$ cat src/rtl/nco_phase_acc_if.sv
// Control/phase bundle between the NCO phase accumulator and its driver.
// The slave side is the accumulator, which feeds the CORDIC phase input.
interface nco_phase_acc_if #(
  parameter int unsigned PHASE_W = 22
);
  logic                      en;
  logic signed [PHASE_W-1:0] fcw;
  logic                      fcw_load;
  logic signed [PHASE_W-1:0] phase_ofs;
  logic                      ofs_load;
  logic                      sync;
  logic signed [PHASE_W-1:0] phase;
  logic                      phase_vld;

  modport master (
    output en, fcw, fcw_load, phase_ofs, ofs_load, sync,
    input  phase, phase_vld
  );

  modport slave (
    input  en, fcw, fcw_load, phase_ofs, ofs_load, sync,
    output phase, phase_vld
  );
endinterface

$ cat src/rtl/nco_phase_acc.sv
// Phase accumulator front end for the CORDIC NCO: integrate FCW, wrap to [-180,180), add offset.
// Optional phase dither (8-bit LFSR) is compiled in with `define NCO_DITHER_EN.
module nco_phase_acc #(
  parameter int unsigned PHASE_W   = 22,
  parameter int unsigned HALF_TURN = 1_800_000
) (
  input logic             clk,
  input logic             aresetn,
  nco_phase_acc_if.slave  bus
);
  localparam int unsigned SUM_W = PHASE_W + 1;
  localparam logic signed [SUM_W-1:0] HT   = SUM_W'(HALF_TURN);
  localparam logic signed [SUM_W-1:0] FULL = SUM_W'(2 * HALF_TURN);
  localparam logic signed [SUM_W-1:0] LIM  = SUM_W'(HALF_TURN - 1);

  // One correction suffices because every addend is clamped to within a half turn.
  function automatic logic signed [PHASE_W-1:0] f_wrap(input logic signed [SUM_W-1:0] s);
    logic signed [SUM_W-1:0] t;
    if (s >= HT)       t = s - FULL;
    else if (s < -HT)  t = s + FULL;
    else               t = s;
    return PHASE_W'(t);
  endfunction

  function automatic logic signed [PHASE_W-1:0] f_clamp(input logic signed [PHASE_W-1:0] v);
    logic signed [SUM_W-1:0] e;
    e = SUM_W'(v);
    if (e > LIM)        return PHASE_W'(LIM);
    else if (e < -LIM)  return PHASE_W'(-LIM);
    else                return v;
  endfunction

  logic signed [PHASE_W-1:0] r_fcw;
  logic signed [PHASE_W-1:0] r_ofs;
  logic signed [PHASE_W-1:0] r_acc;
  logic                      r_vld1;
  logic signed [PHASE_W-1:0] r_phase;
  logic                      r_phase_vld;

  logic signed [PHASE_W-1:0] w_acc_nxt;
  logic signed [SUM_W-1:0]   w_ph_sum;
  logic signed [PHASE_W-1:0] w_ph_nxt;

  assign w_acc_nxt = f_wrap(SUM_W'(r_acc) + SUM_W'(r_fcw));

`ifdef NCO_DITHER_EN
  logic [7:0]              r_lfsr;
  logic                    w_lfsr_fb;
  logic signed [SUM_W-1:0] w_dither;

  assign w_lfsr_fb = r_lfsr[7] ^ r_lfsr[5] ^ r_lfsr[4] ^ r_lfsr[3];
  assign w_dither  = SUM_W'($signed({1'b0, r_lfsr[3:0]})) - SUM_W'(8);
  assign w_ph_sum  = SUM_W'(r_acc) + SUM_W'(r_ofs) + w_dither;

  // Dither sequence advances once per emitted phase.
  always_ff @(posedge clk or negedge aresetn) begin
    if (!aresetn)    r_lfsr <= 8'hA5;
    else if (r_vld1) r_lfsr <= {r_lfsr[6:0], w_lfsr_fb};
  end
`else
  assign w_ph_sum  = SUM_W'(r_acc) + SUM_W'(r_ofs);
`endif

  assign w_ph_nxt = f_wrap(w_ph_sum);

  // Control registers; new values are seen by the step after the load.
  always_ff @(posedge clk or negedge aresetn) begin
    if (!aresetn) begin
      r_fcw <= '0;
      r_ofs <= '0;
    end else begin
      if (bus.fcw_load) r_fcw <= f_clamp(bus.fcw);
      if (bus.ofs_load) r_ofs <= f_clamp(bus.phase_ofs);
    end
  end

  // Stage 1: accumulator, sync has priority over en.
  always_ff @(posedge clk or negedge aresetn) begin
    if (!aresetn) begin
      r_acc  <= '0;
      r_vld1 <= 1'b0;
    end else if (bus.sync) begin
      r_acc  <= '0;
      r_vld1 <= 1'b0;
    end else if (bus.en) begin
      r_acc  <= w_acc_nxt;
      r_vld1 <= 1'b1;
    end else begin
      r_vld1 <= 1'b0;
    end
  end

  // Stage 2: offset and output register; phase holds between valid cycles.
  always_ff @(posedge clk or negedge aresetn) begin
    if (!aresetn) begin
      r_phase     <= '0;
      r_phase_vld <= 1'b0;
    end else begin
      r_phase_vld <= r_vld1;
      if (r_vld1) r_phase <= w_ph_nxt;
    end
  end

  assign bus.phase     = r_phase;
  assign bus.phase_vld = r_phase_vld;
endmodule
$ cat src/flat_wrapper.sv
// flat-port wrapper written by rule: the top's interface ports become plain ports
module nco_phase_acc_flat 
#(
  parameter int unsigned PHASE_W   = 22,
  parameter int unsigned HALF_TURN = 1_800_000
)
  (clk, aresetn, bus_en, bus_fcw, bus_fcw_load, bus_phase_ofs, bus_ofs_load, bus_sync, bus_phase, bus_phase_vld);
  nco_phase_acc_if #(.PHASE_W(PHASE_W)) bus_i ();
  input logic clk;
  input logic aresetn;
  input wire logic [$bits(bus_i.en)-1:0] bus_en;
  input wire logic [$bits(bus_i.fcw)-1:0] bus_fcw;
  input wire logic [$bits(bus_i.fcw_load)-1:0] bus_fcw_load;
  input wire logic [$bits(bus_i.phase_ofs)-1:0] bus_phase_ofs;
  input wire logic [$bits(bus_i.ofs_load)-1:0] bus_ofs_load;
  input wire logic [$bits(bus_i.sync)-1:0] bus_sync;
  output wire logic [$bits(bus_i.phase)-1:0] bus_phase;
  output wire logic [$bits(bus_i.phase_vld)-1:0] bus_phase_vld;
  assign bus_i.en = bus_en;
  assign bus_i.fcw = bus_fcw;
  assign bus_i.fcw_load = bus_fcw_load;
  assign bus_i.phase_ofs = bus_phase_ofs;
  assign bus_i.ofs_load = bus_ofs_load;
  assign bus_i.sync = bus_sync;
  assign bus_phase = bus_i.phase;
  assign bus_phase_vld = bus_i.phase_vld;
  nco_phase_acc #(.PHASE_W(PHASE_W), .HALF_TURN(HALF_TURN)) u_core (.clk(clk), .aresetn(aresetn), .bus(bus_i));
endmodule
$ cat config.mk
export PLATFORM = sky130hd
export DESIGN_NAME = nco_phase_acc_flat
export DESIGN_NICKNAME = d
export VERILOG_FILES = /design/src/rtl/nco_phase_acc_if.sv /design/src/rtl/nco_phase_acc.sv /design/src/flat_wrapper.sv
export SDC_FILE = /design/constraint.sdc
export NUM_CORES = 1
export LEC_CHECK = 0
export ABC_AREA = 0
export BUFFER_PORTS_ARGS = -buffer_cell sky130_fd_sc_hd__buf_2
export CAP_MARGIN = 15
export CORE_MARGIN = 2
export CORE_UTILIZATION = 60
export DETAILED_ROUTE_END_ITERATION = 12
export PLACE_DENSITY = 0.8
export SLEW_MARGIN = 20
export SYNTH_ARGS = -nofsm -noshare
export SYNTH_HDL_FRONTEND = slang
export SYNTH_SLANG_ARGS = --single-unit
$ cat constraint.sdc
create_clock -name clk -period 6.51 [get_ports clk]
set_input_delay 0.3255 -clock clk [delete_from_list [all_inputs] [get_ports clk]]
set_output_delay 0.3255 -clock clk [all_outputs]
set_load 0.005 [all_outputs]
==> flow_summary.toml, run 1 <==
[clock_tree]
post_cts_buffers = 0
cts_root_buf = "clkbuf_16"
cts_made_buffers = 9
cts_max_level = 3
cts_tree = "yes"
clk_path_buf_depth = 2
cts.sink_count = 90
clkTransAtPathRegs_ns = 0.07
clock_latency_ns = 0.36

[placement]
port_buffers = 72
dp_hpwl_um = 16100
finalWeightedCongestion = 0.922
placed_area_mm2 = 0.00879

[setup_path]
worstSetupPathType = "reg2reg"
critPathLaunch = "u_core.r_acc[0]$_DFFE_PN0P_"
endpoint = "u_core.r_acc[21]$_DFFE_PN0P_"
r2r_cells = 16
cp-start-kind = "flop"
required_ns = 6.75
arrival_ns = 4.92
r2r-start = "u_core.r_acc[0]$_DFFE_PN0P_"
rr_endpoint = "u_core.r_acc[21]$_DFFE_PN0P_"
end_kind = "flop"
cp_max_fo = 16
rrSetupSlack_ns = 1.83

[drt]
wl_per_cell_um = 17.6
via_per_inst = 6.45
firstDrtPassIters = 5
first_iter_violations = 560
routed_wl_um = 20700
ant_nets = 0
dr_total_vias = 7573
route.detailed.drc = 0

[synthesis]
ys_ff_latch = 90
synth_fp_nets = 1051
ys_seq_area_frac = 0.270
synth-async-reset-ratio = 1.00
synth_area_mm2 = 0.00835
synthFlopType = "dfrtp_1"
synth_top_area_share = 0.270
synth.area.top_cells = "dfrtp_1 (27%), ha_1 (8.1%), nor2_1 (3.6%)"
syn_avg_cell_area_um2 = 8.84
ys_warn_count = 0
yosys.area.top_type = "dfrtp_1"
postSynthCellCount = 945
ys_types = 104
synth_edf_count = 0

[global_route]
overflow = 0
grt_pass1_vias = 7172
track_usage = 0.288
grt_first_pass_wirelength_um = 34300
grt_max_degree = 67
antenna_found_initial = 0

[floorplan]
core_mm2 = 0.0137
row_count = 43
die_w_um = 122
ioPinCount = 73
die_h_um = 122
start_util = 0.609
die_area_mm2 = 0.0149

[power]
p_total_mw = 4.90
p_leak_nw = 4.00
power_density_mw_per_mm2 = 538
peakVddDrop_mv = 0.239

[sta]
slew_viol_final = 0
finalSetupViolations = 0
worst_pin_slew_ns = 0.858
relSlewSlack = 0.428
fin_setup_tns_ns = 0
min_period_ns = 4.68
hold_viol_final = 0
rsz0062_at_grt = "false"
fin_skew_ns = 0.00833
maxClockFrequency_ghz = 0.214
min_period_over_period = 0.719

[layout]
layout-drive-gt1-share = 0.165
fin_util = 0.664
area_growth_pct = 9.05
most-common-layout-cells = "dfrtp_1 (90), nor2_1 (81), buf_2 (71)"
fillers = 1193
nets = 1096
final_common_cell = "dfrtp_1"
design_area_mm2 = 0.00910
n_antenna_cell = 0

[run_status]
status = "finished clean"

[worst_hold_path]
hold_path_class = "in2reg"

[run]
cap_violations = 0
where the power goes:
| group | leakage (nW) | switching [mW] | internal (mW) | total [mW] |
|---|---|---|---|---|
| Combinational | 2.77 | 2.10 | 1.42 | 3.52 |
| Clock | 0.147 | 0.243 | 0.311 | 0.554 |
| Sequential | 1.08 | 0.124 | 0.707 | 0.831 |
worst min path at each step:
stage	start	endpoint	slack, ns	cells after the start
2_1_floorplan	aresetn	u_core.bus.phase[0]$_DFFE_PN0P_	0.03	0
3_3_place_gp	aresetn	u_core.bus.phase[1]$_DFFE_PN0P_	0.24	1
3_5_place_dp	aresetn	u_core.bus.phase[1]$_DFFE_PN0P_	0.24	1
4_1_cts	bus_fcw[11]	u_core.r_fcw[11]$_DFFE_PN0P_	0.23	3
5_1_grt	bus_fcw[11]	u_core.r_fcw[11]$_DFFE_PN0P_	0.25	3
6_report	bus_fcw[11]	u_core.r_fcw[11]$_DFFE_PN0P_	0.23	3
layout make-up:
class / count / area (µm²) / share of cell area
Multi-Input combinational cell: 769 / 5760 / 0.632
Inverter: 42 / 158 / 0.0173
Sequential cell: 90 / 2250 / 0.247
Clock buffer: 11 / 243 / 0.0267
Clock inverter: 5 / 60.1 / 0.00660
Tap cell: 180 / 225 / 0.0247
Timing Repair Buffer: 78 / 410 / 0.0451
registers in the layout (all words and copies together) (netlist names):
register              count
u_core.r_fcw             22
u_core.r_acc             22
u_core.r_vld1             1
u_core.bus.phase_vld      1
u_core.bus.phase         22
u_core.r_ofs             22
kinds of logic after synthesis:
family          count (synthesis)  share of synthesized area
compound gates                338                      0.327
simple gates                  306                      0.192
flops                          90                      0.270
buf+inv                        86                     0.0420
fa+ha+maj                      56                     0.0857
xor+xnor                       48                     0.0566
mux                            21                     0.0270
per-layer routing:
| layer | global-route usage | share of wire | vias to the layer above |
|---|---|---|---|
| li1 | - | - | 3715 |
| met1 | 0.354 | 0.43 | 3613 |
| met2 | 0.517 | 0.50 | 198 |
| met3 | 0.0309 | 0.042 | 47 |
| met4 | 0.109 | 0.030 | 0 |
| met5 | 0 | 0 | - |
critical path, cell delays in order (launching register included):
cell      delay (ns)
dfrtp_1         0.39
ha_1            0.20
inv_1           0.06
fa_1            0.40
nand2b_1        0.18
a21oi_1         0.38
o21a_1          0.27
xor2_1          0.49
inv_1           0.19
ha_1            0.24
a21oi_1         0.13
a211oi_1        0.12
o311ai_2        0.34
o211ai_2        0.38
o32ai_1         0.45
nor3_1          0.08
a221o_1         0.27
metrics by stage:
step	setup WS [ns]	cells	hold slack, ns
floorplan	2.59	945	0.0299
global placement	2.06	1158	0.237
detailed placement	1.96	1158	0.242
CTS	1.91	1175	0.232
global route	1.50	1175	0.254
finish	1.83	1175	0.233
repair_timing:
item	CTS	global route
hold buffers	1	0
hold endpoints to repair	24	0
resized for setup	0	0
cell usage after synthesis (all sizes together) (7+ instances only):
master / count
dfrtp: 90
nor2: 82
a21oi: 60
nand2: 56
ha: 54
inv: 41
nor2b: 39
xnor2: 34
o22a: 31
clkbuf: 29
nor3: 28
a21o: 27
o21ai: 27
o22ai: 22
a211oi: 20
o211ai: 16
buf: 15
nand3: 14
xor2: 14
and3: 13
a31oi: 12
and2: 12
mux2: 12
nand2b: 12
or4: 10
a211o: 9
a311oi: 9
mux2i: 9
o21a: 9
a21boi: 8
a221o: 8
nand4: 8
o31ai: 8
o2111ai: 7
Note: power is estimated with default switching activity, not from simulation.
==> run 2, diff against run 1 <==
--- a/config.mk
+++ b/config.mk
@@ -5,13 +5,13 @@
 export SDC_FILE = /design/constraint.sdc
 export NUM_CORES = 1
 export LEC_CHECK = 0
-export ABC_AREA = 0
+export ABC_AREA = 1
 export BUFFER_PORTS_ARGS = -buffer_cell sky130_fd_sc_hd__buf_2
 export CAP_MARGIN = 15
 export CORE_MARGIN = 2
-export CORE_UTILIZATION = 60
+export CORE_UTILIZATION = 56
 export DETAILED_ROUTE_END_ITERATION = 12
-export PLACE_DENSITY = 0.8
+export PLACE_DENSITY = 0.78
 export SLEW_MARGIN = 20
 export SYNTH_ARGS = -nofsm -noshare
 export SYNTH_HDL_FRONTEND = slang
==> constraint.sdc (replaced) <==
create_clock -name clk -period 4.25 [get_ports clk]
set_input_delay 0.2125 -clock clk [delete_from_list [all_inputs] [get_ports clk]]
set_output_delay 0.2125 -clock clk [all_outputs]
set_load 0.005 [all_outputs]
==> flow_summary.toml, run 2 <==
[clock_tree]
cts_root_buf = "clkbuf_16"
clk_path_buf_depth = 2
clkTransAtPathRegs_ns = 0.07
clock_latency_ns = 0.35
cts_made_buffers = 9
cts_max_level = 3
cts_tree = "yes"
cts.sink_count = 90

[synthesis]
synthXorXnorAreaFrac = 0.0353
synthSimpleGateAreaFrac = 0.446
synth_top_family_by_area = "simple AND/OR/NAND/NOR gates"
ys_ff_latch = 90
synth.area.top_cells = "nand2_1 (26%), dfrtp_1 (24%), ha_1 (7.2%)"
synth-async-reset-ratio = 1.00
synth-compound-area-share = 0.112
synthFlopType = "dfrtp_1"
ys_warn_count = 0
synth_fp_nets = 1687
ys_seq_area_frac = 0.239
synth_area_mm2 = 0.00944
ys_types = 44
synth_edf_count = 0
postSynthCellCount = 1581
synth.most_common_cell = "nand2_1"
synth_top_area_share = 0.256
syn_avg_cell_area_um2 = 5.97
synthAdderAreaFrac = 0.0758
synthMuxAreaShare = 0
yosys.area.top_type = "nand2_1"
synth_common_cells = "nand2_1 (643), inv_1 (168), a21oi_1 (122)"

[sta]
fin_ws_ns = 0.489
fin_hold_ws_ns = 0.143
relSlewSlack = 0.378
hold_viol_final = 0
fin_setup_tns_ns = 0
fin_skew_ns = 0.00869
min_period_over_period = 0.885
worst_pin_slew_ns = 0.930
rsz0062_at_grt = "false"
min_period_ns = 3.76
finalSetupViolations = 0
slew_viol_final = 0
maxClockFrequency_ghz = 0.266

[floorplan]
start_util = 0.571
die_area_mm2 = 0.0179
row_count = 47
die_h_um = 134
core_mm2 = 0.0165
die_w_um = 134
ioPinCount = 73

[power]
combPwrFrac = 0.716
p_int_mw = 3.20
peakVddDrop_mv = 0.381
power_density_mw_per_mm2 = 720
power_frac_clock = 0.113
seq_power_share = 0.170
p_leak_nw = 5.80
p_switching_mw = 4.18
swShare = 0.566
p_total_mw = 7.37

[drt]
routed_wl_um = 27900
first_iter_violations = 821
firstDrtPassIters = 5
via_per_inst = 5.49
route.detailed.drc = 0
ant_nets = 0
dr_total_vias = 10200
wl_per_cell_um = 15.0

[layout]
most-common-layout-cells = "nand2_1 (643), inv_1 (168), a21oi_1 (122)"
nets = 1741
final_cells = 1860
area_growth_pct = 8.47
layout-drive-gt1-share = 0.0982
multi_input_comb_area_mm2 = 0.00631
layout.area.seq_mm2 = 0.00225
fillers = 1663
design_area_mm2 = 0.0102
n_antenna_cell = 0
final_common_cell = "nand2_1"
fin_util = 0.620

[placement]
finalWeightedCongestion = 0.966
port_buffers = 72
placed_cells_incl_taps = 1843
dp_hpwl_um = 22500
placed_area_mm2 = 0.00991
place_ws_ns = 0.621

[global_route]
grt_first_pass_wirelength_um = 45500
track_usage = 0.316
overflow = 0
grt_pass1_vias = 9270
grt_max_degree = 60
antenna_found_initial = 0

[setup_path]
required_ns = 4.49
cp_max_fo = 15
cp-start-kind = "flop"
worstSetupPathType = "reg2reg"
arrival_ns = 4.00
end_kind = "flop"

[worst_hold_path]
hold_path_class = "in2reg"

[run_status]
status = "finished clean"

[run]
cap_violations = 0
-- run 2: changes by cell type after synthesis, sizes merged, moves of 38 or more --
| cell | change |
|---|---|
| a21oi | +64 |
| nor2b | -38 |
| nor2 | +49 |
| nand2 | +618 |
| inv | +141 |
| nand3 | +104 |
-- run 2: final cells by class --
type / count / share of cell area
Sequential cell: 90 / 0.220
Timing Repair Buffer: 75 / 0.0379
Inverter: 184 / 0.0675
Multi-Input combinational cell: 1275 / 0.617
Clock inverter: 7 / 0.00929
Clock buffer: 9 / 0.0220
Tap cell: 220 / 0.0269
-- run 2: power groups by stage --
stage               registers (mW)  logic [mW]  clock network, mW
floorplan                     1.19        4.11                  0
global placement              1.26        5.06                  0
detailed placement            1.27        5.12                  0
CTS                           1.25        5.18              0.852
global route                  1.27        5.96              0.885
finish                        1.26        5.28              0.835
-- run 2: worst max-delay path: stages (launching register included) --
cell	delay, ns
dfrtp_1	0.38
ha_1	0.29
inv_1	0.09
fa_1	0.40
inv_1	0.12
nand3_1	0.09
nand2_2	0.14
nand2_1	0.09
nand2_1	0.10
nand2_1	0.06
nand2_1	0.16
inv_1	0.12
ha_1	0.25
inv_1	0.09
nand2_1	0.06
nand3_1	0.06
nand2_1	0.07
nand3_1	0.09
nor2_1	0.05
o21ai_2	0.16
nand2_2	0.21
inv_2	0.30
nand2_1	0.08
o21ai_1	0.12
nand2_1	0.06
-- run 2: routing by layer --
metal | share of wire | GRT usage | wire length (µm) | vias up
li1 | - | - | - | 5191
met1 | 0.48 | 0.456 | 13300 | 4609
met2 | 0.43 | 0.492 | 12000 | 367
met3 | 0.066 | 0.0423 | 1850 | 44
met4 | 0.026 | 0.100 | 735 | 0
met5 | 0 | 0 | 0 | -
-- run 2: final timing paths --
kind	cells past startpoint	end	slack [ns]	start
max	24	u_core.r_acc[8]$_DFFE_PN0P_	0.49	u_core.r_acc[0]$_DFFE_PN0P_
min	2	u_core.r_vld1$_DFF_PN0_	0.14	bus_sync
max reg2reg	24	u_core.r_acc[8]$_DFFE_PN0P_	0.49	u_core.r_acc[0]$_DFFE_PN0P_
min reg2reg	2	u_core.bus.phase[4]$_DFFE_PN0P_	0.47	u_core.bus.phase[4]$_DFFE_PN0P_
max in group asynchronous	3	u_core.r_acc[20]$_DFFE_PN0P_	2.85	aresetn
min in group asynchronous	2	u_core.r_fcw[18]$_DFFE_PN0P_	0.46	aresetn
-- run 2: cell families after synthesis --
group | after synthesis
AOI/OAI and AO/OA | 192
DFF | 90
and+or+nand+nor | 989
xor gates and xnor gates | 38
adders and majority gates | 56
buffers and inverters | 216
-- run 2: timing repair --
action                    4_1_cts  5_1_grt
hold endpoints to repair       58        0
resized for setup               0        0
setup buffers                   0        0
hold buffers                    1        0
==> run 3, diff against run 2 <==
--- a/config.mk
+++ b/config.mk
@@ -8,9 +8,10 @@
 export ABC_AREA = 1
 export BUFFER_PORTS_ARGS = -buffer_cell sky130_fd_sc_hd__buf_2
 export CAP_MARGIN = 15
-export CORE_MARGIN = 2
+export CORE_MARGIN = 8
 export CORE_UTILIZATION = 56
 export DETAILED_ROUTE_END_ITERATION = 12
+export MAX_ROUTING_LAYER = met4
 export PLACE_DENSITY = 0.78
 export SLEW_MARGIN = 20
 export SYNTH_ARGS = -nofsm -noshare
==> flow_summary.toml, run 3 (synthesis gave the netlist of run 2 again) <==
[setup_path]
worstSetupPathType = "reg2reg"
cp-start-kind = "flop"
rr_endpoint = "u_core.bus.phase[21]$_DFFE_PN0P_"
r2r-start = "u_core.r_ofs[0]$_DFFE_PN0P_"
end_kind = "flop"
r2r_cells = 20
rrSetupSlack_ns = 0.34
required_ns = 4.48
cp_max_fo = 21
arrival_ns = 4.14

[layout]
most-common-layout-cells = "nand2_1 (643), inv_1 (168), a21oi_1 (122)"
final_common_cell = "nand2_1"
layout-drive-gt1-share = 0.0976
nets = 1741
final_cells = 1862
area_growth_pct = 8.35
design_area_mm2 = 0.0102

[worst_hold_path]
whs_path_depth = 2
hold_path_class = "in2reg"
min_to = "u_core.r_vld1$_DFF_PN0_"
min_from = "bus_sync"

[drt]
routed-wl-met2_um = 12300
first_iter_violations = 857
dr_wl_met3_um = 1910
dr_total_vias = 10200
firstDrtPassIters = 5
ant_nets = 0
drt-met1-wl_um = 13900
via_per_inst = 5.48
routed_wl_um = 28700
wl_per_cell_um = 15.4
routed.top_layer = "met4"
route.detailed.drc = 0

[floorplan]
ioPinCount = 73
die_area_mm2 = 0.0213
die_h_um = 146
row_count = 47
core_mm2 = 0.0165
die_w_um = 146
start_util = 0.571

[placement]
finalWeightedCongestion = 0.981
placed_cells_incl_taps = 1843
port_buffers = 72
placed_area_mm2 = 0.00991
dp_hpwl_um = 23300

[clock_tree]
cts_max_level = 3
cts.sink_count = 90
post_cts_buffers = 0
cts_tree = "yes"
cts_root_buf = "clkbuf_16"
cts_made_buffers = 9
clk_path_buf_depth = 2
clock_latency_ns = 0.35
clkTransAtPathRegs_ns = 0.07

[sta]
hold_viol_final = 0
rsz0062_at_grt = "false"
maxClockFrequency_ghz = 0.256
fin_setup_tns_ns = 0
fin_skew_ns = 0.00937
min_period_over_period = 0.920
worst_pin_slew_ns = 0.896
slew_viol_final = 0
finalSetupViolations = 0
min_period_ns = 3.91
relSlewSlack = 0.401

[global_route]
antenna_found_initial = 1
grt_first_pass_wirelength_um = 47400
grt_max_degree = 52
grt_pass1_vias = 9460
track_usage = 0.277
overflow = 0

[run_status]
status = "finished clean"

[run]
cap_violations = 0

[power]
p_total_mw = 7.33
power_density_mw_per_mm2 = 717
p_leak_nw = 5.79
peakVddDrop_mv = 0.360
run 3: per-stage QoR:
step / setup slack [ns] / util / hold WS, ns
after global placement: 0.433 / 0.600 / 0.273
after CTS: 0.374 / 0.619 / 0.142
after global routing: 0.0467 / 0.619 / 0.158
final: 0.340 / 0.619 / 0.156
after floorplan: 1.23 / - / -0.0831
after detailed placement: 0.396 / 0.600 / 0.279
run 3: where the power goes:
group	internal (mW)	switching [mW]
Clock	0.476	0.354
Sequential	1.06	0.203
Combinational	1.67	3.57
run 3: routing by layer:
metal,track usage,vias to the layer above
met2,0.413,332
met1,0.377,4660
met5,-,-
met3,0.0473,30
met4,0.0786,0
li1,-,5189
run 3: worst max path at each step:
| stage | from | to | slack, ns |
|---|---|---|---|
| 2_1_floorplan | u_core.r_acc[0]$_DFFE_PN0P_ | u_core.bus.phase[20]$_DFFE_PN0P_ | 1.23 |
| 3_3_place_gp | u_core.r_ofs[0]$_DFFE_PN0P_ | u_core.bus.phase[21]$_DFFE_PN0P_ | 0.43 |
| 3_5_place_dp | u_core.r_ofs[0]$_DFFE_PN0P_ | u_core.bus.phase[21]$_DFFE_PN0P_ | 0.40 |
| 4_1_cts | u_core.r_ofs[0]$_DFFE_PN0P_ | u_core.bus.phase[21]$_DFFE_PN0P_ | 0.37 |
| 5_1_grt | u_core.r_ofs[0]$_DFFE_PN0P_ | u_core.bus.phase[21]$_DFFE_PN0P_ | 0.05 |
| 6_report | u_core.r_ofs[0]$_DFFE_PN0P_ | u_core.bus.phase[21]$_DFFE_PN0P_ | 0.34 |
run 3: final cells by class:
class | instances | area [µm²]
tap | 220 | 275
multi-input combinational | 1275 | 6310
sequential | 90 | 2250
fill | 1656 | 6300
clock inverter | 5 | 60.1
antenna | 2 | 5.00
clock buffer | 11 | 243
inverter | 184 | 692
timing repair buffer | 75 | 388
run 3: worst max-delay path: stages (launching register included):
cell and delay [ns]:
dfrtp_1 0.46, ha_1 0.28, fa_1 0.46, nand3_1 0.10
nand3_1 0.18, nand2_1 0.11, nand2_1 0.09, xor2_1 0.40
inv_2 0.13, ha_1 0.23, nand2_1 0.06, nand2_1 0.05
o21ai_1 0.13, nand2_1 0.08, nand3_1 0.09, nor2b_4 0.43
nand3_1 0.18, nand2_1 0.11, nand2_1 0.05, nand3_1 0.09
nand2_1 0.07
run 3: repair_timing:
item | CTS | global route
resized for setup | 0 | 1
setup endpoints to repair | 0 | 1
hold endpoints to repair | 50 | 0
hold buffers | 1 | 0
